**config.mk**
```make
export PLATFORM = sky130hd
export DESIGN_NAME = fpu_request_arbiter
export DESIGN_NICKNAME = d
export VERILOG_FILES = /design/src/rtl/fpu_pkg.sv /design/src/rtl/fpu_rr_picker.sv /design/src/rtl/fpu_request_arbiter.sv
export SDC_FILE = /design/constraint.sdc
export NUM_CORES = 1
export LEC_CHECK = 0
export ABC_AREA = 0
export BUFFER_PORTS_ARGS = -buffer_cell sky130_fd_sc_hd__buf_4
export CORE_MARGIN = 2
export CORE_UTILIZATION = 25
export CTS_CLUSTER_SIZE = 40
export DETAILED_ROUTE_END_ITERATION = 16
export HOLD_SLACK_MARGIN = 0.12
export PLACE_DENSITY = 0.48
export SYNTH_ARGS = -nofsm -noshare
export SYNTH_HDL_FRONTEND = slang
export SYNTH_SLANG_ARGS = --single-unit
```
**constraint.sdc**
```tcl
create_clock -name clk -period 8.2 [get_ports clk]
set_input_delay 1.64 -clock clk [delete_from_list [all_inputs] [get_ports clk]]
set_output_delay 1.64 -clock clk [all_outputs]
set_load 0.03 [all_outputs]
```
**src/rtl/fpu_pkg.sv**
```systemverilog
// Shared FPU definitions: operand width, opcodes and the arbiter state encoding.
package fpu_pkg;

    localparam int FP_W = 32;
    localparam int OP_W = 2;

    typedef enum logic [1:0] {
        OP_ADD = 2'b00,
        OP_SUB = 2'b01,
        OP_MUL = 2'b10,
        OP_DIV = 2'b11
    } fpu_op_e;

    typedef enum logic [2:0] {
        ST_IDLE  = 3'd0,
        ST_ISSUE = 3'd1,
        ST_WAIT  = 3'd2,
        ST_RESP  = 3'd3,
        ST_CLEAR = 3'd4
    } arb_state_e;

endpackage

```
**src/rtl/fpu_rr_picker.sv**
```systemverilog
// Combinational round-robin picker: first valid requester after last_grant, wrapping.
module fpu_rr_picker
    import fpu_pkg::*;
#(
    parameter int NUM_REQ = 4,
    parameter int IDX_W   = $clog2(NUM_REQ)
) (
    input  logic [NUM_REQ-1:0] req_valid,
    input  logic [IDX_W-1:0]   last_grant,
    output logic               any_valid,
    output logic [NUM_REQ-1:0] grant,
    output logic [IDX_W-1:0]   grant_idx
);

    logic [IDX_W-1:0] idx_s;
    logic             hit_s;

    // Walk the ring starting one past last_grant; the first hit wins and masks later ones.
    always_comb begin
        any_valid = 1'b0;
        grant     = '0;
        grant_idx = '0;
        idx_s     = '0;
        hit_s     = 1'b0;
        for (int k = 1; k <= NUM_REQ; k++) begin
            idx_s        = IDX_W'((int'(last_grant) + k) % NUM_REQ);
            hit_s        = req_valid[idx_s] & ~any_valid;
            any_valid    = any_valid | hit_s;
            grant[idx_s] = grant[idx_s] | hit_s;
            grant_idx    = hit_s ? idx_s : grant_idx;
        end
    end

endmodule

```
**src/rtl/fpu_request_arbiter.sv**
```systemverilog
// Shares one FPU among NUM_REQ requesters: round-robin grant, operand latch,
// start/done/reset sequencing, watchdog abort and one-hot response routing.
module fpu_request_arbiter
    import fpu_pkg::*;
#(
    parameter int NUM_REQ        = 4,
    parameter int TIMEOUT_CYCLES = 255
) (
    input  logic                      clk,
    input  logic                      rst,
    input  logic [NUM_REQ-1:0]        req_valid,
    output logic [NUM_REQ-1:0]        req_ready,
    input  logic [OP_W*NUM_REQ-1:0]   req_op,
    input  logic [FP_W*NUM_REQ-1:0]   req_a,
    input  logic [FP_W*NUM_REQ-1:0]   req_b,
    output logic [NUM_REQ-1:0]        rsp_valid,
    output logic [FP_W-1:0]           rsp_z,
    output logic                      rsp_overflow,
    output logic                      rsp_underflow,
    output logic                      rsp_timeout,
    output logic                      fpu_start,
    output logic [OP_W-1:0]           fpu_op,
    output logic [FP_W-1:0]           fpu_a,
    output logic [FP_W-1:0]           fpu_b,
    output logic                      fpu_rst,
    input  logic [FP_W-1:0]           fpu_z,
    input  logic                      fpu_overflow,
    input  logic                      fpu_underflow,
    input  logic                      fpu_busy,
    input  logic                      fpu_done
);

    localparam int IDX_W = $clog2(NUM_REQ);
    localparam int CNT_W = $clog2(TIMEOUT_CYCLES + 1);
    // cnt_r holds cycles already spent, so this value marks the TIMEOUT_CYCLES-th cycle.
    localparam logic [CNT_W-1:0]   CNT_LAST  = CNT_W'(TIMEOUT_CYCLES - 1);
    localparam logic [NUM_REQ-1:0] GRANT_LSB = NUM_REQ'(1);

    arb_state_e         state_r;
    logic [IDX_W-1:0]   last_grant_r;
    logic [IDX_W-1:0]   grant_idx_r;
    logic [CNT_W-1:0]   cnt_r;
    logic [OP_W-1:0]    fpu_op_r;
    logic [FP_W-1:0]    fpu_a_r;
    logic [FP_W-1:0]    fpu_b_r;
    logic               fpu_start_r;
    logic               fpu_rst_r;
    logic [NUM_REQ-1:0] rsp_valid_r;
    logic [FP_W-1:0]    rsp_z_r;
    logic               rsp_overflow_r;
    logic               rsp_underflow_r;
    logic               rsp_timeout_r;

    logic               any_valid_s;
    logic [NUM_REQ-1:0] grant_s;
    logic [IDX_W-1:0]   grant_idx_s;
    logic               timeout_s;

    fpu_rr_picker #(
        .NUM_REQ (NUM_REQ),
        .IDX_W   (IDX_W)
    ) u_picker (
        .req_valid  (req_valid),
        .last_grant (last_grant_r),
        .any_valid  (any_valid_s),
        .grant      (grant_s),
        .grant_idx  (grant_idx_s)
    );

    assign timeout_s = (cnt_r == CNT_LAST);

    // Grant is offered straight from the picker, only while idle and out of reset.
    always_comb begin
        if (rst && (state_r == ST_IDLE)) begin
            req_ready = grant_s;
        end else begin
            req_ready = '0;
        end
    end

    // Arbiter FSM with operand/result registers and the watchdog counter.
    always_ff @(posedge clk or negedge rst) begin
        if (!rst) begin
            state_r         <= ST_IDLE;
            last_grant_r    <= IDX_W'(NUM_REQ - 1);
            grant_idx_r     <= '0;
            cnt_r           <= '0;
            fpu_op_r        <= '0;
            fpu_a_r         <= '0;
            fpu_b_r         <= '0;
            fpu_start_r     <= 1'b0;
            fpu_rst_r       <= 1'b1;
            rsp_valid_r     <= '0;
            rsp_z_r         <= '0;
            rsp_overflow_r  <= 1'b0;
            rsp_underflow_r <= 1'b0;
            rsp_timeout_r   <= 1'b0;
        end else begin
            case (state_r)
                ST_IDLE: begin
                    fpu_rst_r <= 1'b0;
                    if (any_valid_s) begin
                        fpu_op_r    <= req_op[grant_idx_s*OP_W +: OP_W];
                        fpu_a_r     <= req_a[grant_idx_s*FP_W +: FP_W];
                        fpu_b_r     <= req_b[grant_idx_s*FP_W +: FP_W];
                        grant_idx_r <= grant_idx_s;
                        cnt_r       <= '0;
                        fpu_start_r <= 1'b1;
                        state_r     <= ST_ISSUE;
                    end
                end
                ST_ISSUE, ST_WAIT: begin
                    cnt_r <= cnt_r + CNT_W'(1);
                    if (fpu_done) begin
                        rsp_z_r         <= fpu_z;
                        rsp_overflow_r  <= fpu_overflow;
                        rsp_underflow_r <= fpu_underflow;
                        rsp_timeout_r   <= 1'b0;
                        rsp_valid_r     <= GRANT_LSB << grant_idx_r;
                        fpu_start_r     <= 1'b0;
                        state_r         <= ST_RESP;
                    end else if (timeout_s) begin
                        rsp_z_r         <= '0;
                        rsp_overflow_r  <= 1'b0;
                        rsp_underflow_r <= 1'b0;
                        rsp_timeout_r   <= 1'b1;
                        rsp_valid_r     <= GRANT_LSB << grant_idx_r;
                        fpu_start_r     <= 1'b0;
                        state_r         <= ST_RESP;
                    end else if ((state_r == ST_ISSUE) && fpu_busy) begin
                        fpu_start_r <= 1'b0;
                        state_r     <= ST_WAIT;
                    end
                end
                ST_RESP: begin
                    rsp_valid_r  <= '0;
                    last_grant_r <= grant_idx_r;
                    fpu_rst_r    <= 1'b1;
                    state_r      <= ST_CLEAR;
                end
                ST_CLEAR: begin
                    fpu_rst_r <= 1'b0;
                    state_r   <= ST_IDLE;
                end
                default: begin
                    fpu_start_r <= 1'b0;
                    rsp_valid_r <= '0;
                    fpu_rst_r   <= 1'b1;
                    state_r     <= ST_IDLE;
                end
            endcase
        end
    end

    assign fpu_start     = fpu_start_r;
    assign fpu_op        = fpu_op_r;
    assign fpu_a         = fpu_a_r;
    assign fpu_b         = fpu_b_r;
    assign fpu_rst       = fpu_rst_r;
    assign rsp_valid     = rsp_valid_r;
    assign rsp_z         = rsp_z_r;
    assign rsp_overflow  = rsp_overflow_r;
    assign rsp_underflow = rsp_underflow_r;
    assign rsp_timeout   = rsp_timeout_r;

endmodule

```
## Word-level counts from Yosys, hierarchy flattened

Index checks and enable logic that the tools add are counted.

| cells by class | value |
|---|---|
| add/sub/neg operators | 5 |
| $lt $le $gt $ge | 8 |
| equality and inequality tests | 8 |
| shifts and indexed selects | 4 |
| mux-type cells | 55 |
| bitwise logic cells | 16 |
| reduce and logical (&&, ||, !) cells | 18 |

Operators by type and width:

| kind | number |
|---|---|
| variable part select 128 x 8 -> 32 bit | 2 |
| 2-to-1 mux 32 bit | 2 |
| 2-to-1 mux 1 bit | 21 |
| binary-select mux 1 bit (select 2 bit) | 8 |
| one-hot mux 8 bit (2 select lines) | 1 |
| bitwise mux 4 bit | 3 |
| < comparator 2 x 3 -> 1 bit (second input constant) | 4 |
| 2-to-1 mux 3 bit | 4 |
| 2-to-1 mux 4 bit | 3 |
| AND reduction 2 bit | 5 |
| one-hot mux 3 bit (3 select lines) | 1 |
| adder 8 x 1 -> 8 bit (second input constant) | 1 |
| demux 1 bit (select 2 bit) | 4 |
| == test 8 bit (second input constant) | 1 |
| greater-or-equal comparator 2 x 1 -> 1 bit (second input constant) | 4 |
| 2-to-1 mux 2 bit | 4 |
| 2-to-1 mux 8 bit | 1 |
| one-hot mux 4 bit (2 select lines) | 1 |
| variable part select 8 x 4 -> 2 bit | 1 |
| bitwise OR 1 bit | 7 |
| == test 3 x 2 -> 1 bit (second input constant) | 2 |
| logical AND 1 bit | 6 |
| OR reduction 2 bit | 3 |
| NOT 1 bit | 5 |
| 15 further kinds | 20 |

| word-level totals | value |
|---|---|
| bits in registers | 122 |
| input bits | 306 |
| output and inout bits | 111 |
| word-level logic and storage cells | 128 |

## Depth between registers and ports, before layout

Gate-level depths: netlist (run 1).

| logic depth | value |
|---|---|
| word-level depth | 19 |
| gate-level depth with buffers | 11 |
| depth with buffers taken out | 8 |

## By module

From an unflattened synthesis (run 1), not the netlist that was laid out.

| second synthesis, totals | value |
|---|---|
| cell total of the unflattened synthesis | 625 |
| area total of the unflattened synthesis | 7120.6 um^2 |

Modules (own cells, without submodules):

| module | times used | cells an instance | area each (um^2) | seq. area each (um^2) |
|---|---|---|---|---|
| fpu_request_arbiter | 1 | 536 | 6382.4 | 3056.7 |
| fpu_rr_picker | 1 | 89 | 738.2 | 0.0 |

## Least setup slack after synthesis (run 1)

Ideal clock, no wire load.

| path | value |
|---|---|
| path kind | in2out |
| start | input req_valid[2] |
| end | output req_ready[2] |
| data arrival time | 3706 ps |
| data required time | 6560 ps |
| setup slack | 2854 ps |
| stages | 7 |
| path buffers | 1 |
| path through | clkbuf_1 > or4b_2 > o211ai_1 > a221oi_1 > a211oi_1 > o22ai_2 > a31oi_1 |

| between the ends | value |
|---|---|
| word-level cells in the longest chain between the ends | 17 |
| elaborated cells between the ends (all ways) | 31 |
| classes of those cells | mux (18); bitwise (13) |

RTL lines:

| what | line | RTL |
|---|---|---|
| start, declared | fpu_request_arbiter.sv:11 | `input logic [NUM_REQ-1:0] req_valid,` |
| binary-select mux 1 bit (select 2 bit) | fpu_rr_picker.sv:27 | `hit_s = req_valid[idx_s] & ~any_valid;` |
| 2-to-1 mux 1 bit (implied by the code) | fpu_rr_picker.sv:27 |  |
| bitwise OR 1 bit | fpu_rr_picker.sv:29 | `grant[idx_s] = grant[idx_s] \| hit_s;` |
| AND 4 bit (no source line) | n/a |  |
| binary-select mux 1 bit (select 2 bit) | fpu_rr_picker.sv:29 |  |
| 2-to-1 mux 1 bit (implied by the code) | fpu_rr_picker.sv:29 |  |
| bitwise OR 1 bit | fpu_rr_picker.sv:29 |  |
| bitwise mux 4 bit | fpu_rr_picker.sv:29 |  |
| binary-select mux 1 bit (select 2 bit) | fpu_rr_picker.sv:29 |  |
| 2-to-1 mux 1 bit (implied by the code) | fpu_rr_picker.sv:29 |  |
| bitwise OR 1 bit | fpu_rr_picker.sv:29 |  |
| bitwise mux 4 bit | fpu_rr_picker.sv:29 |  |
| binary-select mux 1 bit (select 2 bit) | fpu_rr_picker.sv:29 |  |
| 2-to-1 mux 1 bit (implied by the code) | fpu_rr_picker.sv:29 |  |
| bitwise OR 1 bit | fpu_rr_picker.sv:29 |  |
| bitwise mux 4 bit (*) | fpu_rr_picker.sv:29 |  |
| 2-to-1 mux 4 bit (*) | fpu_request_arbiter.sv:74 | `if (rst && (state_r == ST_IDLE)) begin` |
| end, declared | fpu_request_arbiter.sv:12 | `output logic [NUM_REQ-1:0] req_ready,` |

Mark *: on every way between the ends. The rest lies on a longest branch, timed or not. The select of a mux whose other input is x is not followed.

## Worst setup path in the final report (run 1)

| path | value |
|---|---|
| start | register last_grant_r[0] |
| end | output req_ready[2] |

| between the ends | value |
|---|---|
| word-level cells in the longest chain between the ends | 19 |
| elaborated cells between the ends (all ways) | 57 |
| classes of those cells | add/sub (4); order compare (8); mux (28); bitwise (13); reduce/logical (4) |

RTL lines:

| what | line | RTL |
|---|---|---|
| start, declared | fpu_request_arbiter.sv:40 | `logic [IDX_W-1:0] last_grant_r;` |
| start signal, assigned | fpu_request_arbiter.sv:85 | `last_grant_r <= IDX_W'(NUM_REQ - 1);` |
| start signal, assigned | fpu_request_arbiter.sv:137 | `last_grant_r <= grant_idx_r;` |
| adder 2 x 1 -> 2 bit | fpu_rr_picker.sv:26 | `idx_s = IDX_W'((int'(last_grant) + k) % NUM_REQ);` |
| < comparator 2 x 3 -> 1 bit (implied by the code) or greater-or-equal comparator 2 x 1 -> 1 bit (tied branches) | fpu_rr_picker.sv:29 |  |
| logical AND 1 bit (implied by the code) | fpu_rr_picker.sv:29 |  |
| 2-to-1 mux 1 bit (implied by the code) | fpu_rr_picker.sv:29 |  |
| demux 1 bit (select 2 bit) | n/a |  |
| AND 4 bit (no source line) | n/a |  |
| binary-select mux 1 bit (select 2 bit) | fpu_rr_picker.sv:29 |  |
| 2-to-1 mux 1 bit (implied by the code) | fpu_rr_picker.sv:29 |  |
| [... 3 more ...] | n/a |  |
| 2-to-1 mux 1 bit (implied by the code) | fpu_rr_picker.sv:29 |  |
| bitwise OR 1 bit | fpu_rr_picker.sv:29 |  |
| bitwise mux 4 bit | fpu_rr_picker.sv:29 |  |
| binary-select mux 1 bit (select 2 bit) | fpu_rr_picker.sv:29 |  |
| 2-to-1 mux 1 bit (implied by the code) | fpu_rr_picker.sv:29 |  |
| bitwise OR 1 bit | fpu_rr_picker.sv:29 |  |
| bitwise mux 4 bit (*) | fpu_rr_picker.sv:29 |  |
| 2-to-1 mux 4 bit (*) | fpu_request_arbiter.sv:74 |  |

Marks and branches as above.

==> results of run 1 <==
layout make-up:
type | count | area share, %
clock buffer | 18 | 3.839
inverter | 15 | 0.4921
sequential | 122 | 26.72
multi-input combinational | 660 | 35.00
clock inverter | 14 | 1.837
tap | 390 | 4.265
timing repair buffer | 424 | 27.85
cells in the mapped netlist (2+ instances only):
| library cell | n | area [um2] |
|---|---|---|
| nor4_1 | 2 | 12.51 |
| a21oi_1 | 13 | 65.06 |
| and2_1 | 68 | 425.4 |
| nand3_1 | 6 | 30.03 |
| a211oi_1 | 72 | 540.5 |
| ha_1 | 6 | 75.07 |
| nor3_1 | 5 | 25.02 |
| nor3b_1 | 2 | 15.01 |
| a22o_1 | 34 | 297.8 |
| nor2_1 | 17 | 63.81 |
| nand2b_1 | 4 | 25.02 |
| xor2_1 | 3 | 26.28 |
| o21ai_0 | 21 | 105.1 |
| inv_1 | 14 | 52.55 |
| a41oi_1 | 2 | 17.52 |
| buf_2 | 6 | 30.03 |
| o31ai_1 | 72 | 540.5 |
| buf_6 | 2 | 22.52 |
| dfstp_2 | 3 | 78.83 |
| mux4_2 | 3 | 67.56 |
| mux2i_1 | 7 | 70.07 |
| nand3b_1 | 2 | 15.01 |
| nor4b_1 | 2 | 17.52 |
| a221oi_1 | 2 | 17.52 |
| clkbuf_1 | 64 | 240.2 |
| buf_1 | 6 | 22.52 |
| mux2_2 | 2 | 22.52 |
| nand4_1 | 5 | 31.28 |
| nand2_1 | 213 | 799.5 |
| and3_1 | 71 | 444.2 |
| a21o_1 | 3 | 22.52 |
| a31oi_1 | 5 | 31.28 |
| dfrtp_1 | 119 | 2978 |
registers in the layout, indices dropped and copies added, names as in the netlist:
signal         count
fpu_a             32
fpu_b             32
rsp_z             32
cnt_r              8
rsp_valid          4
state_r            3
fpu_op             2
grant_idx_r        2
last_grant_r       2
fpu_rst            1
fpu_start          1
rsp_overflow       1
rsp_timeout        1
rsp_underflow      1
cell families after synthesis:
logic type               Yosys count  share of synthesized area (%)
flip-flops                       122                          41.28
multiplexers                      12                          2.163
buffers and inverters             93                          5.019
AND/OR/NAND/NOR                  403                          26.46
AO/OA/AOI/OAI                    236                          23.71
adder cells (fa/ha/maj)            6                          1.014
XOR/XNOR                           3                         0.3549
worst reg2reg max path, delay by kind of cell (launching register included):
kind            cells  cell delay (ns)
flops               1             0.85
buf+inv             2             1.19
simple gates        2             0.62
compound gates      2             0.76
mux                 1             0.41
fa+ha+maj           1             0.46
per-layer routing:
layer | part of all wire [%] | GRT usage (%) | vias up
li1 | - | - | 3876
met3 | 7.4 | 4.910 | 31
met1 | 42 | 22.22 | 3679
met4 | 2.0 | 5.131 | 0
met2 | 49 | 30.41 | 286
met5 | 0 | 0 | -
per-stage QoR:
stage | hold slack, ns | std cells | util (%)
2_1_floorplan | 0.4486 | 875 | -
3_3_place_gp | 0.4584 | 1611 | 36.70
3_5_place_dp | 0.4591 | 1611 | 36.70
4_1_cts | 0.4694 | 1643 | 38.91
5_1_grt | 0.4916 | 1643 | 38.91
6_report | 0.4679 | 1643 | 38.91
worst paths after layout:
| check | startpoint | to | slack [ns] | depth (start not counted) |
|---|---|---|---|---|
| setup / recovery | last_grant_r[0] | req_ready[2] | 2.52 | 9 |
| hold / removal | fpu_rst | fpu_rst | 0.47 | 2 |
| setup reg to reg | last_grant_r[0] | fpu_b[4] | 3.77 | 8 |
| hold reg to reg | fpu_rst | fpu_rst | 0.47 | 2 |
| max in group asynchronous | rst | fpu_a[29] | 5.68 | 2 |
| min in group asynchronous | rst | state_r[0] | 1.21 | 1 |
power by group through the flow:
stage	Clock [mW]	Sequential (mW)	Combinational, mW
6_report	0.836	1.11	2.90
5_1_grt	0.895	1.15	3.18
4_1_cts	0.865	1.11	2.95
3_5_place_dp	0	1.11	2.94
3_3_place_gp	0	1.11	2.95
2_1_floorplan	0	1.56	1.51
==> impl_metrics.py, run 1 <==
metrics = {
    "status": {
        "status": "completed",
    },
    "worst_setup_path": {
        "critPathArrivalTime_ns": 4.04,
        "worst-path-max-fanout": 25,
        "slowest_delay_ns": 0.85,
        "cp.required_ns": 6.56,
        "path_cells": "clkinv_1, ha_1, mux4_2, mux2i_1, o2111a_1, a21oi_1, o22ai_2, a31oi_1, buf_4",
        "worst-path-buf-inv": 2,
        "worst_setup_path_start_kind": "register",
        "critical-path-top-delay-family": "multiplexers",
        "endpoint_kind": "output pin",
        "crit_type": "register to output pin",
        "critical-path-slowest-cell": "dfstp_2",
    },
    "timing": {
        "tns_ns": 0,
        "relSlewSlack_pct": 36.18,
        "final-setup-viol-count": 0,
        "min_period_over_period_pct": 69.31,
        "final_hold_viol_count": 0,
        "fin_ws_ns": 2.517,
        "post-route-min-period_ns": 5.683,
        "rsz0062_at_grt": "no",
        "fmax_mhz": 176.0,
        "slew_viol_final": 0,
        "clock-skew-final_ns": 0.01314,
        "tightest_slew_ns": 0.9574,
    },
    "pwr": {
        "power.density_nw_per_um2": 423.6,
        "combPwrFrac_pct": 59.9,
        "p_leak_nw": 5.624,
        "fin_total_pwr_mw": 4.846,
        "vdd_ir_drop_max_v": 0.0002245,
        "pwr-share-seq_pct": 22.9,
        "intPower_mw": 2.524,
        "p_sw_mw": 2.322,
        "p_sw_share_pct": 47.92,
        "clockPowerShare_pct": 17.3,
    },
    "placed_design": {
        "hpwl_um": 20760,
        "dpl-instance-area_um2": 10790,
        "place_congestion": 0.8556,
        "place.port_buffers": 416,
        "place_ws_ns": 2.735,
    },
    "route": {
        "routed_wl_um": 28430,
        "wire_per_inst_um": 17.30,
        "vias": 7872,
        "ant_nets": 0,
        "drc": 0,
        "viasPerCell": 4.791,
        "drtIter0Drc": 410,
        "drt_pass1_iterations": 5,
    },
    "global_route": {
        "grt_max_degree": 90,
        "grt_pass1_wl_um": 43670,
        "track_usage_pct": 17.90,
        "grt_pass1_vias": 7698,
        "antenna_found_initial": 0,
        "grt.overflow.total": 0,
    },
    "finish": {
        "finalNetCount": 1552,
        "num-fill-cells": 3056,
        "drive_above_1_share_pct": 37.75,
        "seq_area_um2": 3057,
        "antenna_cells": 0,
        "final_common_cell": "buf_4",
        "multi_input_area_um2": 4004,
        "syn_to_final_growth_pct": 54.51,
        "stdcell_area_um2": 11440,
        "mostFrequentLayoutCells": "buf_4 (423), nand2_1 (212), dfrtp_1 (119)",
    },
    "synthesis": {
        "synth_edf_count": 0,
        "yosysSeqAreaShare_pct": 41.28,
        "syn_inst": 875,
        "synth_cell_types": 52,
        "synth_top_flop_cell": "dfrtp_1",
        "synth_area_um2": 7405,
        "ys_async_sr_fraction_pct": 100.0,
        "synth_fp_nets": 1187,
        "ys_seq_elements": 122,
        "yosysWarnings": 0,
        "syn_avg_cell_area_um2": 8.462,
    },
    "clocking": {
        "cts_tree": "done",
        "cts_setup_buffers": 0,
        "path_clk_slew_ns": 0.06,
        "holdBufCountCts": 0,
        "ctsResizeCount": 0,
        "htreeDepth": 4,
        "clock-sinks": 122,
        "numCtsBuffers": 17,
        "insertion_delay_ns": 0.42,
        "root_buffer": "clkbuf_16",
        "clock_path_buffers": 2,
    },
    "die": {
        "die_area_um2": 31010,
        "die_h_um": 176.1,
        "row_count": 63,
        "die_w_um": 176.1,
        "core_area_um2": 29400,
        "design.portCount": 417,
        "initial_utilization_pct": 25.18,
    },
    "job": {
        "cap_violations": 0,
    },
    "min_path": {
        "hold_class": "register to register",
    },
}
No activity file was read; power rests on OpenSTA's default activity.
==> inputs of run 2 (changes only) <==
==> constraint.sdc (replaced) <==
create_clock -name clk -period 5.55 [get_ports clk]
set_input_delay 1.11 -clock clk [delete_from_list [all_inputs] [get_ports clk]]
set_output_delay 1.11 -clock clk [all_outputs]
set_load 0.03 [all_outputs]
==> run 2 against run 1 <==
Final area barely moved. Utilization barely moved. Critical path type unchanged. Final cell count rose by 0.18%.
==> impl_metrics.py, run 2 (same netlist as run 1, synthesis figures left out) <==
metrics = {
    "timing": {
        "tns_ns": 0,
        "tightest_slew_ns": 0.9594,
        "relSlewSlack_pct": 36.04,
        "post-route-min-period_ns": 4.960,
        "clock-skew-final_ns": 0.009524,
        "rsz0062_at_grt": "no",
        "min_period_over_period_pct": 89.37,
        "fmax_mhz": 201.6,
        "final-setup-viol-count": 0,
        "final_hold_viol_count": 0,
        "slew_viol_final": 0,
    },
    "global_route": {
        "gr-usage-met3_pct": 6.137,
        "grt_max_degree": 94,
        "antenna_found_initial": 1,
        "grt_pass1_wl_um": 44110,
        "grtUsageMet2_pct": 30.41,
        "grt_use_met1_pct": 22.10,
        "grt_pass1_vias": 7722,
        "busiest_layer": "met2",
        "grt.overflow.total": 0,
        "track_usage_pct": 18.12,
    },
    "worst_setup_path": {
        "worst-path-max-fanout": 25,
        "cp.required_ns": 4.44,
        "worst_setup_path_start_kind": "register",
        "crit_type": "register to output pin",
        "critical-path-slowest-cell": "dfstp_2",
        "worst-path-buf-inv": 3,
        "slowest_delay_ns": 0.52,
        "cp_common_cell": "buf_4",
        "endpoint_kind": "output pin",
        "critical-path-top-delay-family": "multiplexers",
        "path_cells": "buf_4, clkinv_1, ha_1, mux4_2, mux2i_1, o2111a_1, a211oi_1, o31ai_1, a31oi_1, buf_4",
        "critPathArrivalTime_ns": 3.85,
    },
    "placed_design": {
        "place.port_buffers": 416,
        "place_congestion": 0.8491,
        "place_inst": 1613,
        "hpwl_um": 20800,
    },
    "job": {
        "cap_violations": 0,
    },
    "route": {
        "routed_wl_um": 28540,
        "drc": 0,
        "drtIter0Drc": 366,
        "drt_pass1_iterations": 5,
        "wire_per_inst_um": 17.34,
        "vias": 7909,
        "ant_nets": 0,
        "viasPerCell": 4.805,
    },
    "finish": {
        "multi_input_area_um2": 4004,
        "num-fill-cells": 3069,
        "syn_to_final_growth_pct": 54.60,
        "finalNetCount": 1554,
        "drive_above_1_share_pct": 37.77,
        "final_common_cell": "buf_4",
        "mostFrequentLayoutCells": "buf_4 (423), nand2_1 (212), dfrtp_1 (119)",
        "seq_area_um2": 3057,
        "finalNonFillerCells": 1646,
    },
    "clocking": {
        "root_buffer": "clkbuf_16",
        "path_clk_slew_ns": 0.07,
        "clock-sinks": 122,
        "htreeDepth": 4,
        "holdBufCountCts": 0,
        "ctsResizeCount": 0,
        "cts_setup_buffers": 0,
        "numCtsBuffers": 17,
        "cts_tree": "done",
        "insertion_delay_ns": 0.42,
        "clock_path_buffers": 2,
    },
    "die": {
        "initial_utilization_pct": 25.18,
        "design.portCount": 417,
        "core_area_um2": 29400,
        "die_w_um": 176.1,
        "die_h_um": 176.1,
        "row_count": 63,
        "die_area_um2": 31010,
    },
    "pwr": {
        "fin_total_pwr_mw": 7.129,
        "p_leak_nw": 5.613,
        "vdd_ir_drop_max_v": 0.0002157,
        "power.density_nw_per_um2": 622.8,
    },
    "status": {
        "status": "completed",
    },
    "min_path": {
        "hold_class": "register to register",
    },
}
## run 2: path summary, 6_finish.rpt
check,start,endpoint,slack (ns),depth (start not counted)
worst max-delay path,last_grant_r[0],req_ready[0],0.59,10
min in group asynchronous,rst,state_r[0],0.86,2
worst min register to register,fpu_rst,fpu_rst,0.46,2
max in group asynchronous,rst,rsp_z[3],3.29,3
worst max register to register,last_grant_r[0],fpu_b[26],1.74,9
worst min-delay path,fpu_rst,fpu_rst,0.46,2
## run 2: per-stage QoR
stage	setup WS (ns)	area [um2]	hold WS [ns]	util (%)
finish	0.5900	11450	0.4608	38.93
global route	0.2827	11450	0.4754	38.93
CTS	0.5991	11440	0.4660	38.93
detailed placement	1.060	10830	0.4553	36.84
global placement	1.072	10830	0.4578	36.84
floorplan	1.157	7405	0.4486	-
## run 2: where the power goes
group	leakage (nW)	switching (mW)	internal, mW
Combinational	3.81	2.68	1.65
Clock	0.287	0.475	0.719
Sequential	1.51	0.279	1.33
## run 2: area by class of cell
| type | count | area share [%] |
|---|---|---|
| antenna | 1 | 0.02186 |
| clock buffer | 18 | 3.749 |
| clock inverter | 14 | 1.607 |
| inverter | 15 | 0.4919 |
| multi-input combinational | 660 | 34.98 |
| sequential | 122 | 26.70 |
| tap | 390 | 4.263 |
| timing repair buffer | 426 | 28.19 |
## run 2: tightest hold or removal path: stages (launching register included)
cell and delay, ns:
dfstp_2 0.37, inv_1 0.04, a21oi_1 0.05
## run 2: layer usage
layer,vias to the layer above,routed length (um)
met1,3717,11920
met3,30,2194
li1,3877,-
met4,0,544
met2,285,13880
met5,-,0
==> inputs of run 3 (changes only) <==
--- a/config.mk
+++ b/config.mk
@@ -12,7 +12,7 @@
 export CTS_CLUSTER_SIZE = 40
 export DETAILED_ROUTE_END_ITERATION = 16
 export HOLD_SLACK_MARGIN = 0.12
-export PLACE_DENSITY = 0.48
+export PLACE_DENSITY = 0.5
 export SYNTH_ARGS = -nofsm -noshare
 export SYNTH_HDL_FRONTEND = slang
 export SYNTH_SLANG_ARGS = --single-unit
==> constraint.sdc (replaced) <==
create_clock -name clk -period 4.35 [get_ports clk]
set_input_delay 0.87 -clock clk [delete_from_list [all_inputs] [get_ports clk]]
set_output_delay 0.87 -clock clk [all_outputs]
set_load 0.03 [all_outputs]
==> run 3 against run 2 <==
Worst setup slack worse by 0.45 ns. Wire length grew 0.56%. Critical endpoint is now req_ready[1]. Sequential cell count did not move. Global-route usage rose by 0.055 points. Largest power group unchanged.
==> impl_metrics.py, run 3 (same netlist as run 1, synthesis figures left out) <==
metrics = {
    "global_route": {
        "grt_max_degree": 88,
        "grt_pass1_vias": 7657,
        "grt_pass1_wl_um": 43950,
        "grt.overflow.total": 0,
        "track_usage_pct": 18.17,
        "antenna_found_initial": 0,
    },
    "placed_design": {
        "place_congestion": 0.8405,
        "place.port_buffers": 416,
        "dpl-instance-area_um2": 10870,
        "hpwl_um": 21070,
    },
    "pwr": {
        "vdd_ir_drop_max_v": 0.0004335,
        "power.density_nw_per_um2": 790.5,
        "p_leak_nw": 5.627,
        "fin_total_pwr_mw": 9.078,
    },
    "clocking": {
        "holdBufCountCts": 0,
        "clock-sinks": 122,
        "path_clk_slew_ns": 0.06,
        "numCtsBuffers": 17,
        "root_buffer": "clkbuf_16",
        "insertion_delay_ns": 0.42,
        "htreeDepth": 4,
        "clock_path_buffers": 2,
        "cts_tree": "done",
    },
    "timing": {
        "fmax_mhz": 237.3,
        "slew_viol_final": 0,
        "final-setup-viol-count": 0,
        "relSlewSlack_pct": 36.90,
        "rsz0062_at_grt": "no",
        "tightest_slew_ns": 0.9465,
        "min_period_over_period_pct": 96.86,
        "tns_ns": 0,
        "post-route-min-period_ns": 4.213,
        "final_hold_viol_count": 0,
        "clock-skew-final_ns": 0.01498,
    },
    "finish": {
        "mostFrequentLayoutCells": "buf_4 (429), nand2_1 (212), dfrtp_1 (119)",
        "drive_above_1_share_pct": 38.70,
        "finalNetCount": 1560,
        "final_common_cell": "buf_4",
        "antenna_cells": 0,
        "num-fill-cells": 3053,
        "stdcell_area_um2": 11480,
        "syn_to_final_growth_pct": 55.09,
    },
    "die": {
        "row_count": 63,
        "die_w_um": 176.1,
        "design.portCount": 417,
        "initial_utilization_pct": 25.18,
        "die_h_um": 176.1,
        "die_area_um2": 31010,
        "core_area_um2": 29400,
    },
    "route": {
        "drtIter0Drc": 457,
        "wire_per_inst_um": 17.38,
        "ant_nets": 0,
        "drt_pass1_iterations": 5,
        "vias": 7871,
        "drc": 0,
        "viasPerCell": 4.767,
        "routed_wl_um": 28700,
    },
    "worst_setup_path": {
        "critPathArrivalTime_ns": 3.34,
        "worst-path-max-fanout": 24,
        "crit_type": "register to output pin",
        "worst_setup_path_start_kind": "register",
        "r2r_slack_ns": 0.99,
        "cp.required_ns": 3.48,
        "endpoint_kind": "output pin",
    },
    "job": {
        "cap_violations": 0,
    },
    "min_path": {
        "hold_class": "register to register",
    },
    "status": {
        "status": "completed",
    },
}
run 3: changes by cell type in the layout (fill, tap and decap cells not counted), sizes merged:
cell and change:
buf +6, bufinv -3, inv +3, clkinv +2
clkbuf -1, clkinvlp -1, diode -1
run 3: area by class of cell:
cell class / count / area, um2 / area share [%]
multi-input combinational: 660 / 4033 / 35.12
timing repair buffer: 432 / 3272 / 28.49
sequential: 122 / 3057 / 26.62
tap: 390 / 488.0 / 4.249
clock buffer: 17 / 425.4 / 3.705
clock inverter: 15 / 148.9 / 1.297
inverter: 15 / 60.06 / 0.5230
run 3: power breakdown:
part           internal [mW]  total, mW  switching, mW
registers               1.70       2.04          0.344
clock network          0.764       1.41          0.649
logic                   2.15       5.62           3.47
run 3: worst max-delay path: stages, from the launching register on:
cell      delay [ns]
dfstp_2         0.55
buf_4           0.28
mux4_2          0.65
mux2i_2         0.24
o2111a_2        0.34
a211oi_1        0.30
o21ai_0         0.15
a31oi_1         0.21
buf_4           0.19
run 3: timing repair:
action / 4_1_cts / 5_1_grt
setup endpoints to repair: 4 / 4
buffers inserted: 1 / 0
resized for setup: 1 / 6
run 3: layer usage:
layer / up-vias / share of wire, % / global-route usage, %
li1: 3892 / - / -
met1: 3667 / 41 / 22.48
met2: 282 / 50 / 31.36
met3: 30 / 7.1 / 4.823
met4: 0 / 1.5 / 4.649
met5: - / 0 / 0
run 3: final timing paths:
kind / start / endpoint / cells past startpoint
max: last_grant_r[0] / req_ready[1] / 8
min: fpu_rst / fpu_rst / 2
max reg2reg: last_grant_r[0] / fpu_b[23] / 7
min reg2reg: fpu_rst / fpu_rst / 2
max in group asynchronous: rst / cnt_r[1] / 3
min in group asynchronous: rst / rsp_z[30] / 2
run 3: per-stage QoR:
step,instances,worst slack (ns),util (%),hold WS [ns]
2_1_floorplan,875,0.1968,-,0.4486
3_3_place_gp,1618,0.3773,36.97,0.4586
3_5_place_dp,1618,0.3275,36.97,0.4615
4_1_cts,1651,0.01489,38.96,0.4723
5_1_grt,1651,0.01737,39.06,0.4977
6_report,1651,0.1365,39.06,0.4709
